**config.mk**
```make
export PLATFORM = sky130hd
export DESIGN_NAME = imem_program_loader
export DESIGN_NICKNAME = d
export VERILOG_FILES = /design/src/rtl/imem_program_loader.sv
export SDC_FILE = /design/constraint.sdc
export NUM_CORES = 1
export LEC_CHECK = 0
export BUFFER_PORTS_ARGS = -buffer_cell sky130_fd_sc_hd__buf_2
export CAP_MARGIN = 20
export CORE_MARGIN = 3
export CORE_UTILIZATION = 35
export CTS_CLUSTER_SIZE = 12
export DETAILED_ROUTE_END_ITERATION = 16
export PLACE_DENSITY = 0.87
export SYNTH_ARGS = -nofsm -noshare
export SYNTH_HDL_FRONTEND = slang
export SYNTH_SLANG_ARGS = --single-unit
```
**constraint.sdc**
```tcl
create_clock -name clk -period 1.6 [get_ports clk]
set_input_delay 0.4 -clock clk [delete_from_list [all_inputs] [get_ports clk]]
set_output_delay 0.4 -clock clk [all_outputs]
set_load 0.05 [all_outputs]
```
**src/rtl/imem_program_loader.sv**
```systemverilog
// Program loader: streams instruction words into the instruction memory write port,
// holds the core in reset until a full program is present, and flags PC run-off.
//
// state | meaning
// IDLE  | out of reset, no program loaded yet
// LOAD  | accepting words and writing them to sequential addresses
// RUN   | program complete, core released, pc_wrap active
// ERROR | load overran DEPTH without word_last; core held in reset
module imem_program_loader #(
  parameter int DEPTH = 256,
  parameter int CNT_W = 9
) (
  input  logic             clk,
  input  logic             reset,
  input  logic             load_start,
  input  logic             word_valid,
  output logic             word_ready,
  input  logic [31:0]      word_data,
  input  logic             word_last,
  output logic             imem_we,
  output logic [31:0]      imem_waddr,
  output logic [31:0]      imem_wdata,
  output logic             core_reset,
  output logic [CNT_W-1:0] instr_count,
  input  logic [31:0]      pc_in,
  output logic             pc_wrap,
  output logic             load_err
);

  typedef enum logic [1:0] {IDLE, LOAD, RUN, ERROR} state_t;

  localparam logic [CNT_W-1:0] LAST_IDX = CNT_W'(DEPTH - 1);

  state_t           state, state_nxt;
  logic [CNT_W-1:0] count, count_nxt, instr_count_nxt;
  logic             load_err_nxt;
  logic             xfer;
  logic [31:0]      prog_end;

  // Outputs are gated by reset so the reset cycle itself is already quiet.
  assign word_ready = !reset && (state == LOAD);
  assign xfer       = word_valid && word_ready;
  assign imem_we    = xfer;
  assign imem_waddr = 32'({count, 2'b00});
  assign imem_wdata = word_data;
  assign core_reset = reset || (state != RUN);
  assign prog_end   = 32'({instr_count, 2'b00});
  assign pc_wrap    = !reset && (state == RUN) && (pc_in >= prog_end);

  always_comb begin
    state_nxt       = state;
    count_nxt       = count;
    instr_count_nxt = instr_count;
    load_err_nxt    = load_err;
    case (state)
      IDLE, RUN: begin
        if (load_start) begin
          state_nxt = LOAD;
          count_nxt = '0;
        end
      end
      ERROR: begin
        if (load_start) begin
          state_nxt    = LOAD;
          count_nxt    = '0;
          load_err_nxt = 1'b0;
        end
      end
      LOAD: begin
        if (xfer) begin
          count_nxt = count + 1'b1;
          // word_last takes priority, so a program of exactly DEPTH words is legal.
          if (word_last) begin
            instr_count_nxt = count + 1'b1;
            state_nxt       = RUN;
          end else if (count == LAST_IDX) begin
            load_err_nxt = 1'b1;
            state_nxt    = ERROR;
          end
        end
      end
      default: state_nxt = IDLE;
    endcase
  end

  always_ff @(posedge clk) begin
    if (reset) begin
      state       <= IDLE;
      count       <= '0;
      instr_count <= '0;
      load_err    <= 1'b0;
    end else begin
      state       <= state_nxt;
      count       <= count_nxt;
      instr_count <= instr_count_nxt;
      load_err    <= load_err_nxt;
    end
  end

endmodule

```
Yosys cells after proc, flatten, opt, wreduce, memory -nomap -nowiden
Index checks and enable logic that the tools add are counted. Widths: inputs -> output; s select.

Add/subtract/negate cells: 1. Mux-type cells: 13. Eq/ne operators: 11. $lt $le $gt $ge: 1. Reduce and logical (&&, ||, !) cells: 13.

Operators with widths (number): $ge 32x11->1 (1); $mux 9 (2); $pmux 9 s2 (1); $add 9x1->9 const B (1); $eq 9x8->1 const B (1); $mux 2 (4); $ne 2x2->1 const B (4); $reduce_and 3->1 (2); $reduce_and 5->1 (1); $eq 2x2->1 const B (2); $logic_and 1x1->1 (4); $mux 1 (4); $ne 2x1->1 const B (2); $pmux 2 s2 (1); $ne 3x2->1 const B (1); $reduce_or 3->1 (1); $eq 2x1->1 const B (1); $logic_not 2->1 (1); $pmux 1 s2 (1); $reduce_and 2->1 (1); $reduce_bool 2->1 (1); $logic_not 1->1 (1); $logic_or 1x1->1 (1).

Flip-flop bits (word level): 21. Input port bits: 69. Output and inout bits: 78. Logic and storage cells: 43.

Depth between registers and ports, before layout
Gate-level depths: netlist (run 1).

Depth in word-level cells: 5. Mapped depth: 9. Mapped depth without buffers: 8.

Worst setup path before layout (run 1)
No wires, ideal clock.

Path kind: flip-flop to output port. Start point: reg instr_count[1]. End point: out pc_wrap. Required time: 1.200 ns. Cell stages (with the launch flop): 7. Path buffers: 0. Data arrival time: 2.260 ns. Slack: -1.060 ns. Cell sequence: dfxtp_1 > inv_1 > ha_1 > nand4bb_1 > a311oi_1 > o21ai_0 > a21oi_1.

Cells in the longest elaborated chain, start to end: 2.

RTL lines: start: declaration (line 24) `output logic [CNT_W-1:0] instr_count,`; start signal: assignment (line 95) `instr_count <= instr_count_nxt;`; $ge 32x11->1 (line 48) `assign pc_wrap = !reset && (state == RUN) && (pc_in >= prog_end);`; $logic_and 1x1->1 (line 48); end: declaration (line 26) `output logic pc_wrap,`.

No other way between the ends.

Final worst setup path (run 1)
Ends and elaborated chain as after synthesis.

==> results of run 1 <==
[registers in the layout, indices dropped and copies added, names as in the netlist]
register / count
count: 9
instr_count: 9
load_err: 1
state: 2
[worst reg2reg max path: cells and delay by family (launching register included)]
family / cells / cell delay, ns
buffers and inverters: 5 / 0.54
AND/OR/NAND/NOR: 2 / 0.13
AO/OA/AOI/OAI: 2 / 0.53
flip-flops: 1 / 0.39
[how the worst min path moves through the flow]
stage,startpoint,cells after the start,endpoint,slack (ns)
after CTS,load_start,2,state[1]$_SDFFE_PP0P_,0.41
after global placement,count[8]$_SDFFE_PP0P_,2,count[8]$_SDFFE_PP0P_,0.50
final,load_start,2,state[1]$_SDFFE_PP0P_,0.41
after global routing,load_start,2,load_err$_SDFFE_PP0P_,0.44
after detailed placement,load_err$_SDFFE_PP0P_,2,load_err$_SDFFE_PP0P_,0.52
after floorplan,state[0]$_SDFFE_PP0P_,1,load_err$_SDFFE_PP0P_,0.49
[through the flow]
stage	util (%)	TNS [ns]	power (mW)
floorplan	-	-4.933	1.056
global placement	44.56	-0.6102	0.8826
detailed placement	44.56	-0.8245	0.8874
CTS	49.25	-1.273	1.267
global route	52.62	-1.603	1.353
finish	52.62	-0.9563	1.295
[cells in the mapped netlist, types with 4 or more instances]
master and instances:
a311oi_1 4, a211oi_2 5, nor4_1 5, nor2_1 10, ha_1 11, a21oi_1 15
and3_1 5, dfxtp_1 21, inv_1 12, o21ai_0 7, buf_4 55, xnor2_1 4
nand3_1 5, nand2_1 4
[kinds of logic after synthesis]
family | after synthesis
AOI/OAI and AO/OA | 40
xor gates and xnor gates | 6
adders and majority gates | 11
buffers and inverters | 75
DFF | 21
muxes | 1
other | 1
and+or+nand+nor | 46
[cell type report]
type | count | share of cell area (%)
timing repair buffer | 99 | 28.79
inverter | 14 | 2.517
clock buffer | 3 | 1.730
tap | 65 | 3.408
multi-input combinational | 128 | 43.84
clock inverter | 1 | 0.3146
sequential | 21 | 19.40
[timing repair]
action                                  CTS  global route
cloned                                    0             1
resized for setup                        30            24
pin swaps                                13            10
buffers inserted                          4             6
endpoints found under the setup margin    8            22
[per-layer routing]
| metal | routed length [um] | GRT usage, % | vias to the layer above |
|---|---|---|---|
| met5 | 0 | 0 | - |
| met4 | 55 | 5.072 | 0 |
| li1 | - | - | 747 |
| met2 | 2572 | 27.39 | 88 |
| met3 | 452 | 5.674 | 8 |
| met1 | 1803 | 16.25 | 726 |
[power groups by stage]
stage	logic [mW]	registers, mW	clock network (mW)
final	0.400	0.531	0.364
after global routing	0.426	0.533	0.394
after CTS	0.370	0.530	0.366
after detailed placement	0.345	0.542	0
after global placement	0.341	0.542	0
after floorplan	0.486	0.570	0
==> summary.txt, run 1 <==
Placement
  • Pre-CTS setup slack: -0.4492 ns
  • Dpl cell area: 2021 sq um
  • I/O Buffers: 59
  • Post-DP HPWL: 3606 um
  • Gp weighted congestion: 0.7900
  • Placed cell count: 317

Synthesis
  • Synth Area in Adders: 8.000%
  • Synth area leader: dfxtp_1
  • Ys Warns: 0
  • Cells after synthesis: 201
  • Synth unique cells: 42
  • Post-synthesis mux area share: 0.5818%
  • Sequential share of the synthesized area: 24.44%
  • Synth Area in Simple Gates: 16.07%
  • Yosys top cell area share: 24.44%
  • Largest family of logic cells by synthesized area: buffers and inverters
  • Ys async rst share: 0%
  • Compound-cell area share of the yosys netlist: 16.44%
  • #FFs+latches synth: 21
  • Synthesized cell area: 1720 sq um
  • Mean area per synthesized cell: 8.559 sq um
  • Post-synth EDFFs: 0
  • Ys flop type: dfxtp_1
  • Post-Synth XOR/XNOR Area: 3.055%
  • Ranking of synthesized cells by area: dfxtp_1 24%, buf_4 24%, ha_1 8.0%, a21oi_1 4.4%, a211oi_2 3.6%

Finish
  • Post-route cell area: 2386 sq um
  • Area occupied by multi-input gates: 1046 sq um
  • Area Growth Syn to Fin: 38.69%
  • Fillcell total: 382
  • Final nets: 347
  • Register area: 462.9 sq um
  • Commonest non-fill, non-tap cell in the layout: buf_2
  • Fraction of layout cells with a size suffix above 1: 63.53%
  • Post-Layout Cell Count: 331
  • Antenna Cells: 0
  • Leading cell types in the layout, fill and taps excluded: 55 x buf_2, 32 x buf_4, 23 x conb_1, 10 x inv_1, 9 x dfxtp_4

Clock tree
  • CTS Buf Count: 3
  • CTS max path bufs: 2
  • Post-CTS Hold Fix Bufs: 0
  • Clock Sinks: 21
  • Clock Latency Late Sink: 0.27 ns
  • Clk root buf: clkbuf_8
  • CTS clk-pin slew, worst paths: 0.09 ns
  • CTS tree: done
  • CTS HTree Levels: 1

Detailed routing
  • Final wirelength: 4883 um
  • Routed vias/inst: 4.740
  • Post-route ant nets: 0
  • Iter 0 DRT Violations: 37
  • Via Count: 1569
  • DRC viols: 0
  • Drt wl/cell: 14.75 um
  • Pre-antenna DRT Iters: 4

STA
  • Final min period: 2.092 ns
  • Clock skew: 0.008904 ns
  • Fin crit share: 130.8%
  • Max Slew Vio Count: 0
  • RSZ-0062 raised after global routing: true
  • Worst setup margin: -0.4921 ns
  • Hold Vio Cnt, Final: 0
  • Hold WS: 0.4104 ns
  • FMAX: 478.0 MHz
  • Setup violators final: 7

Setup path
  • Max incr delay on CP: 0.36 ns
  • Worst R2R End: count[2]$_SDFFE_PP0P_
  • R2R Setup Slk: -0.09 ns
  • Crit path max fanout: 2
  • Critical-path cell list: inv_4, ha_4, nand4bb_1, a311oi_2, o21ai_2, a21oi_4, buf_6
  • CP arrival: 1.69 ns
  • CP Capture Point: pc_wrap
  • CP Launch Point: instr_count[1]$_SDFFE_PP0P_
  • CP max stage cell: dfxtp_4
  • Crit path launch type: flop
  • FF-to-FF Start: state[1]$_SDFFE_PP0P_
  • Reg2Reg Depth: 9
  • CP top delay family: compound AO/OA/AOI/OAI gates
  • Critical setup path kind: reg -> out
  • Crit path buffers/inverters: 2
  • Stages on worst setup path: 7
  • WP data required: 1.20 ns
  • Worst Setup End Kind: output port

Power and ir drop
  • Sw power: 468.0 uW
  • Clock network fraction of design power: 28.1%
  • VDD IR max: 0.0002411 V
  • PwrDens: 542.6 nW/um^2
  • Leak: 1.076 nW
  • Net Sw Frac: 36.15%
  • Reg power frac: 41.0%
  • Combinational group share of total power: 30.9%
  • Internal: 826.7 uW

Die
  • Ports: 147
  • Die Y: 76.11 um
  • Core ar.: 4534 sq um
  • Die width: 76.11 um
  • Die Area: 5793 sq um
  • Std-Cell Rows: 24
  • Starting Density: 37.94%

Run status
  • Failing checks: negative setup slack
  • Status: complete, but fails checks

Global route
  • Overflow after GRT: 0
  • Global-route wire length before repair: 7217 um
  • Largest net degree at the start of global routing: 17
  • Initial antenna violation count: 0
  • Vias in the first global route: 1459
  • GRT Total Usage: 15.17%

Flow run
  • Max_cap viols: 0

Min path
  • Hold Path Class: in -> reg
Note: power is estimated with default switching activity, not from simulation.
==> inputs of run 2 (changes only) <==
--- a/config.mk
+++ b/config.mk
@@ -5,13 +5,14 @@
 export SDC_FILE = /design/constraint.sdc
 export NUM_CORES = 1
 export LEC_CHECK = 0
+export ABC_AREA = 1
 export BUFFER_PORTS_ARGS = -buffer_cell sky130_fd_sc_hd__buf_2
 export CAP_MARGIN = 20
 export CORE_MARGIN = 3
 export CORE_UTILIZATION = 35
 export CTS_CLUSTER_SIZE = 12
 export DETAILED_ROUTE_END_ITERATION = 16
-export PLACE_DENSITY = 0.87
+export PLACE_DENSITY = 0.89
 export SYNTH_ARGS = -nofsm -noshare
 export SYNTH_HDL_FRONTEND = slang
 export SYNTH_SLANG_ARGS = --single-unit
==> run 2 against run 1 <==
- the flow still finishes with violations (negative setup slack)
- final area decreased by 2.9%
- synthesized area up 1.7%
- non-clock buffer count shrank 8
- register-to-register slack gained 0.02 ns
- total power about the same
- worst setup slack improved by 0.016 ns
- clock power fell by 3%
- sequential cell count stayed put
==> summary.txt, run 2 <==
Clock tree
  • Post-CTS Hold Fix Bufs: 0
  • CTS tree: done
  • CTS clk-pin slew, worst paths: 0.08 ns
  • Clk root buf: clkbuf_8
  • Clock Sinks: 21
  • CTS Buf Count: 3
  • CTS HTree Levels: 1
  • CTS max path bufs: 2
  • Clock Latency Late Sink: 0.27 ns

Finish
  • Util after Layout: 48.42%
  • Final nets: 396
  • Largest registers: count x9, instr_count x9, state x2
  • Leading cell types in the layout, fill and taps excluded: 55 x buf_2, 38 x nand2_1, 32 x buf_4, 26 x inv_1, 25 x nor2_1
  • Commonest non-fill, non-tap cell in the layout: buf_2
  • Antenna Cells: 0
  • Post-route cell area: 2317 sq um
  • Fraction of layout cells with a size suffix above 1: 48.57%
  • Area Growth Syn to Fin: 32.38%
  • Post-Layout Cell Count: 382

Power and ir drop
  • Internal: 828.7 uW
  • VDD IR max: 0.0004222 V
  • Leak: 1.131 nW
  • Clock network fraction of design power: 27.3%
  • Reg power frac: 41.1%
  • Combinational group share of total power: 31.6%
  • PwrDens: 558.9 nW/um^2
  • Sw power: 466.4 uW
  • Total power: 1.295 mW
  • Net Sw Frac: 36.01%

Die
  • Starting Density: 36.58%
  • Ports: 147
  • Core ar.: 4786 sq um
  • Std-Cell Rows: 25
  • Die width: 76.72 um
  • Die Area: 5886 sq um
  • Die Y: 76.72 um

Detailed routing
  • Final wirelength: 4336 um
  • DRC viols: 0
  • Iter 0 DRT Violations: 19
  • Pre-antenna DRT Iters: 4
  • Via Count: 1671
  • Post-route ant nets: 0
  • Routed vias/inst: 4.374
  • Drt wl/cell: 11.35 um

Synthesis
  • Ranking of synthesized cells by area: dfxtp_1 24%, buf_4 24%, nand2_1 9.2%, ha_1 7.9%, inv_1 7.7%
  • Yosys top cell area share: 24.02%
  • #FFs+latches synth: 21
  • Cells after synthesis: 256
  • Synth top cells by count: 55 x buf_4, 43 x nand2_1, 36 x inv_1, 28 x nor2_1, 21 x dfxtp_1
  • Count leader, synth: buf_4
  • Sequential share of the synthesized area: 24.02%
  • Synth unique cells: 27
  • Mean area per synthesized cell: 6.838 sq um
  • Ys Warns: 0
  • Ys flop type: dfxtp_1
  • Synth area leader: dfxtp_1
  • Ys async rst share: 0%
  • Post-synth EDFFs: 0
  • Synthesized cell area: 1750 sq um

STA
  • RSZ-0062 raised after global routing: true
  • Final setup TNS: -0.5478 ns
  • Fin crit share: 129.7%
  • Hold Vio Cnt, Final: 0
  • Clock skew: 0.003706 ns
  • Setup violators final: 2
  • FMAX: 481.7 MHz
  • Worst setup margin: -0.4759 ns
  • Final min period: 2.076 ns
  • Max Slew Vio Count: 0

Global route
  • GRT Total Usage: 13.88%
  • Global-route wire length before repair: 6679 um
  • Vias in the first global route: 1567
  • Initial antenna violation count: 0
  • Largest net degree at the start of global routing: 15
  • Overflow after GRT: 0

Setup path
  • Worst Setup End Kind: output port
  • Crit path launch type: flop
  • CP Launch Point: instr_count[8]$_SDFFE_PP0P_
  • Critical setup path kind: reg -> out
  • CP arrival: 1.68 ns
  • FF-to-FF Start: count[1]$_SDFFE_PP0P_
  • WP data required: 1.20 ns
  • Crit path max fanout: 2

Run status
  • Failing checks: negative setup slack
  • Status: complete, but fails checks

Placement
  • Gp weighted congestion: 0.8090
  • Placed cell count: 369
  • I/O Buffers: 59
  • Post-DP HPWL: 3457 um
  • Dpl cell area: 2116 sq um

Flow run
  • Max_cap viols: 0

Min path
  • Hold Startpoint: load_err$_SDFFE_PP0P_
  • Hold Path Class: reg -> reg
## run 2: worst paths after layout
check | to | slack [ns] | cells past startpoint
setup reg to reg | load_err$_SDFFE_PP0P_ | -0.07 | 13
setup / recovery | pc_wrap | -0.48 | 11
hold / removal | load_err$_SDFFE_PP0P_ | 0.46 | 2
hold reg to reg | load_err$_SDFFE_PP0P_ | 0.46 | 2
## run 2: kinds of logic (layout without fill, tap and decap cells)
group,count (synthesis),in the layout,share of synthesized area [%]
AO/OA/AOI/OAI,34,34,10.36
XOR/XNOR,3,3,1.501
adder cells (fa/ha/maj),11,11,7.863
buffers and inverters,96,133,33.38
flip-flops,21,21,24.02
other,1,23,0.2142
AND/OR/NAND/NOR,90,90,22.66
## run 2: per-stage QoR
stage / hold slack (ns) / worst slack [ns]
floorplan: 0.4617 / -0.1933
global placement: 0.4400 / -0.4440
detailed placement: 0.4461 / -0.4540
CTS: 0.4578 / -0.5210
global route: 0.4779 / -0.6186
finish: 0.4604 / -0.4759
## run 2: routing by layer
| metal | share of wire [%] | vias to the layer above | track usage, % |
|---|---|---|---|
| li1 | - | 840 | - |
| met1 | 39 | 735 | 14.29 |
| met2 | 50 | 82 | 25.61 |
| met3 | 8.6 | 14 | 4.577 |
| met4 | 2.3 | 0 | 5.616 |
| met5 | 0 | - | 0 |
## run 2: repair_timing
item                                    CTS  global route
gates resized for setup                  16            10
endpoints found under the setup margin    5             7
buffers inserted                          4             6
pin swaps                                 4            10
## run 2: final cells by class
| class | instances | area, sq um |
|---|---|---|
| Fill cell | 466 | 2469 |
| Tap cell | 67 | 83.83 |
| Inverter | 38 | 158.9 |
| Multi-Input combinational cell | 161 | 998.5 |
| Clock buffer | 4 | 45.04 |
| Timing Repair Buffer | 91 | 564.3 |
| Sequential cell | 21 | 466.7 |
## run 2: power groups by stage
stage | logic [mW] | clock network [mW] | registers, mW
finish | 0.409 | 0.354 | 0.533
floorplan | 0.501 | 0 | 0.575
detailed placement | 0.385 | 0 | 0.544
CTS | 0.398 | 0.361 | 0.533
global route | 0.444 | 0.379 | 0.535
global placement | 0.378 | 0 | 0.543
## run 2: worst max-delay path: stages, from the launching register on
cell and delay (ns):
dfxtp_4 0.36, inv_4 0.04, ha_4 0.22, inv_1 0.05, nor2_1 0.03, nand2_1 0.06
nand2_1 0.05, nor2_1 0.10, nand4_1 0.14, nand2_1 0.13, clkinvlp_4 0.09, buf_6 0.15
==> inputs of run 3 (changes only) <==
--- a/config.mk
+++ b/config.mk
@@ -5,7 +5,6 @@
 export SDC_FILE = /design/constraint.sdc
 export NUM_CORES = 1
 export LEC_CHECK = 0
-export ABC_AREA = 1
 export BUFFER_PORTS_ARGS = -buffer_cell sky130_fd_sc_hd__buf_2
 export CAP_MARGIN = 20
 export CORE_MARGIN = 3
==> run 3 against run 2 <==
- largest cell class unchanged
- total power shrank 0.90%
- register-to-register slack gained 0.04 ns
- global-route usage grew 1.4 points
- core utilization grew 2.9 points
- hold slack lost 0.033 ns
- sequential power is essentially flat
- routed wire length grew 8.1%
- the run still ends with negative setup slack left
- via count shrank 8.3%
==> summary.txt, run 3 (synthesis gave the netlist of run 1 again) <==
Setup path
  • CP arrival: 1.74 ns
  • Crit path launch type: flop
  • Critical setup path kind: reg -> out
  • Critical-path cell list: inv_4, ha_4, nand4bb_1, a311oi_2, o21ai_2, a21oi_4, buf_8
  • WP data required: 1.20 ns
  • CP max stage cell: dfxtp_4
  • Worst Setup End Kind: output port
  • Crit path max fanout: 2
  • Max incr delay on CP: 0.36 ns

STA
  • Hold WS: 0.4270 ns
  • RSZ-0062 raised after global routing: true
  • Fin crit share: 133.6%
  • Setup violators final: 5
  • FMAX: 467.9 MHz
  • Max Slew Vio Count: 0
  • Clock skew: 0.008922 ns
  • Final min period: 2.137 ns
  • Worst setup margin: -0.5374 ns
  • Hold Vio Cnt, Final: 0

Global route
  • GR peak layer: met2
  • Largest net degree at the start of global routing: 17
  • Overflow after GRT: 0
  • Initial antenna violation count: 0
  • Grt met3 use: 5.437%
  • Vias in the first global route: 1468
  • Global-route wire length before repair: 7376 um
  • Routing usage on met1: 18.28%
  • GRT Total Usage: 15.33%
  • Met2 Use GR: 26.60%

Detailed routing
  • DRC viols: 0
  • Post-route ant nets: 0
  • Final wirelength: 4689 um
  • Via Count: 1532
  • Pre-antenna DRT Iters: 4
  • Iter 0 DRT Violations: 24
  • Drt wl/cell: 14.08 um
  • Routed vias/inst: 4.601

Run status
  • Status: complete, but fails checks
  • Failing checks: negative setup slack

Placement
  • Placed cell count: 319
  • Post-DP HPWL: 3613 um
  • Pre-CTS setup slack: -0.4428 ns
  • Gp weighted congestion: 0.8280
  • I/O Buffers: 59

Clock tree
  • CTS tree: done
  • CTS max path bufs: 2
  • Clk root buf: clkbuf_8
  • CTS clk-pin slew, worst paths: 0.08 ns
  • Clock Latency Late Sink: 0.27 ns
  • Clock Sinks: 21
  • CTS Buf Count: 3
  • CTS HTree Levels: 1

Die
  • Starting Density: 37.94%
  • Die width: 76.11 um
  • Ports: 147
  • Die Y: 76.11 um
  • Die Area: 5793 sq um
  • Std-Cell Rows: 24
  • Core ar.: 4534 sq um

Flow run
  • Max_cap viols: 0

Min path
  • Hold Path Class: in -> reg

Finish
  • Final nets: 349
  • Antenna Cells: 0
  • Commonest non-fill, non-tap cell in the layout: buf_2
  • Post-Layout Cell Count: 333
  • Area Growth Syn to Fin: 35.27%
  • Largest registers: count x9, instr_count x9, state x2
  • Fillcell total: 403
  • Fraction of layout cells with a size suffix above 1: 59.33%
  • Util after Layout: 51.32%
  • Leading cell types in the layout, fill and taps excluded: 55 x buf_2, 37 x buf_4, 23 x conb_1, 12 x a21oi_1

Power and ir drop
  • Leak: 1.063 nW
  • PwrDens: 551.5 nW/um^2
  • Total power: 1.283 mW
  • VDD IR max: 0.0002634 V
==> run 3: cell types whose count changed in the layout (fill, tap and decap cells not counted), moves of 6 or more <==
| cell | before | now |
|---|---|---|
| nand2_1 | 38 | 3 |
| inv_1 | 26 | 10 |
| nor2_1 | 25 | 10 |
| o21ai_0 | 10 | 4 |
==> run 3: critical path, delay by kind of cell, from the launching register on <==
family	cells	cell delay (ns)
buf+inv	2	0.20
fa+ha+maj	1	0.26
simple gates	1	0.11
compound gates	3	0.53
flops	1	0.36
==> run 3: cell type report <==
type	instances	area [sq um]	area share (%)
Multi-Input combinational cell	128	994.7	42.74
Timing Repair Buffer	101	681.9	29.30
Sequential cell	21	464.2	19.95
Tap cell	65	81.33	3.495
Inverter	14	60.06	2.581
Clock buffer	4	45.04	1.935
==> run 3: path summary, 6_finish.rpt <==
kind / startpoint / end / slack, ns / depth (start not counted)
worst max-delay path: instr_count[1]$_SDFFE_PP0P_ / pc_wrap / -0.54 / 7
worst min-delay path: load_start / state[1]$_SDFFE_PP0P_ / 0.43 / 2
worst max register to register: count[3]$_SDFFE_PP0P_ / load_err$_SDFFE_PP0P_ / -0.03 / 8
worst min register to register: state[0]$_SDFFE_PP0P_ / load_err$_SDFFE_PP0P_ / 0.51 / 1
==> run 3: report_power, final <==
group	internal [mW]	switching, mW	total (mW)	leakage, nW
clock	0.178	0.177	0.355	0.0228
combinational	0.131	0.265	0.396	0.859
sequential	0.523	0.00949	0.532	0.181
total	0.831	0.452	1.28	1.06
==> run 3: metal layers <==
metal	wire, um	vias up	share of wire (%)
li1	-	745	-
met1	1875	693	40
met2	2366	89	50
met3	407	5	8.7
met4	39	0	0.83
met5	0	-	0
==> run 3: through the flow <==
stage,setup TNS [ns],area (sq um)
after floorplan,-4.933,1908
after global placement,-1.281,2036
after detailed placement,-1.842,2036
after CTS,-0.7886,2232
after global routing,-1.191,2327
final,-0.7652,2327
==> run 3: timing repair <==
action / in CTS / in global routing
hold endpoints to repair: 0 / 0
resized for setup: 27 / 11
setup endpoints to repair: 7 / 20
cloned: 0 / 1
hold buffers: 0 / 0
pin swaps: 12 / 10
setup buffers: 4 / 5
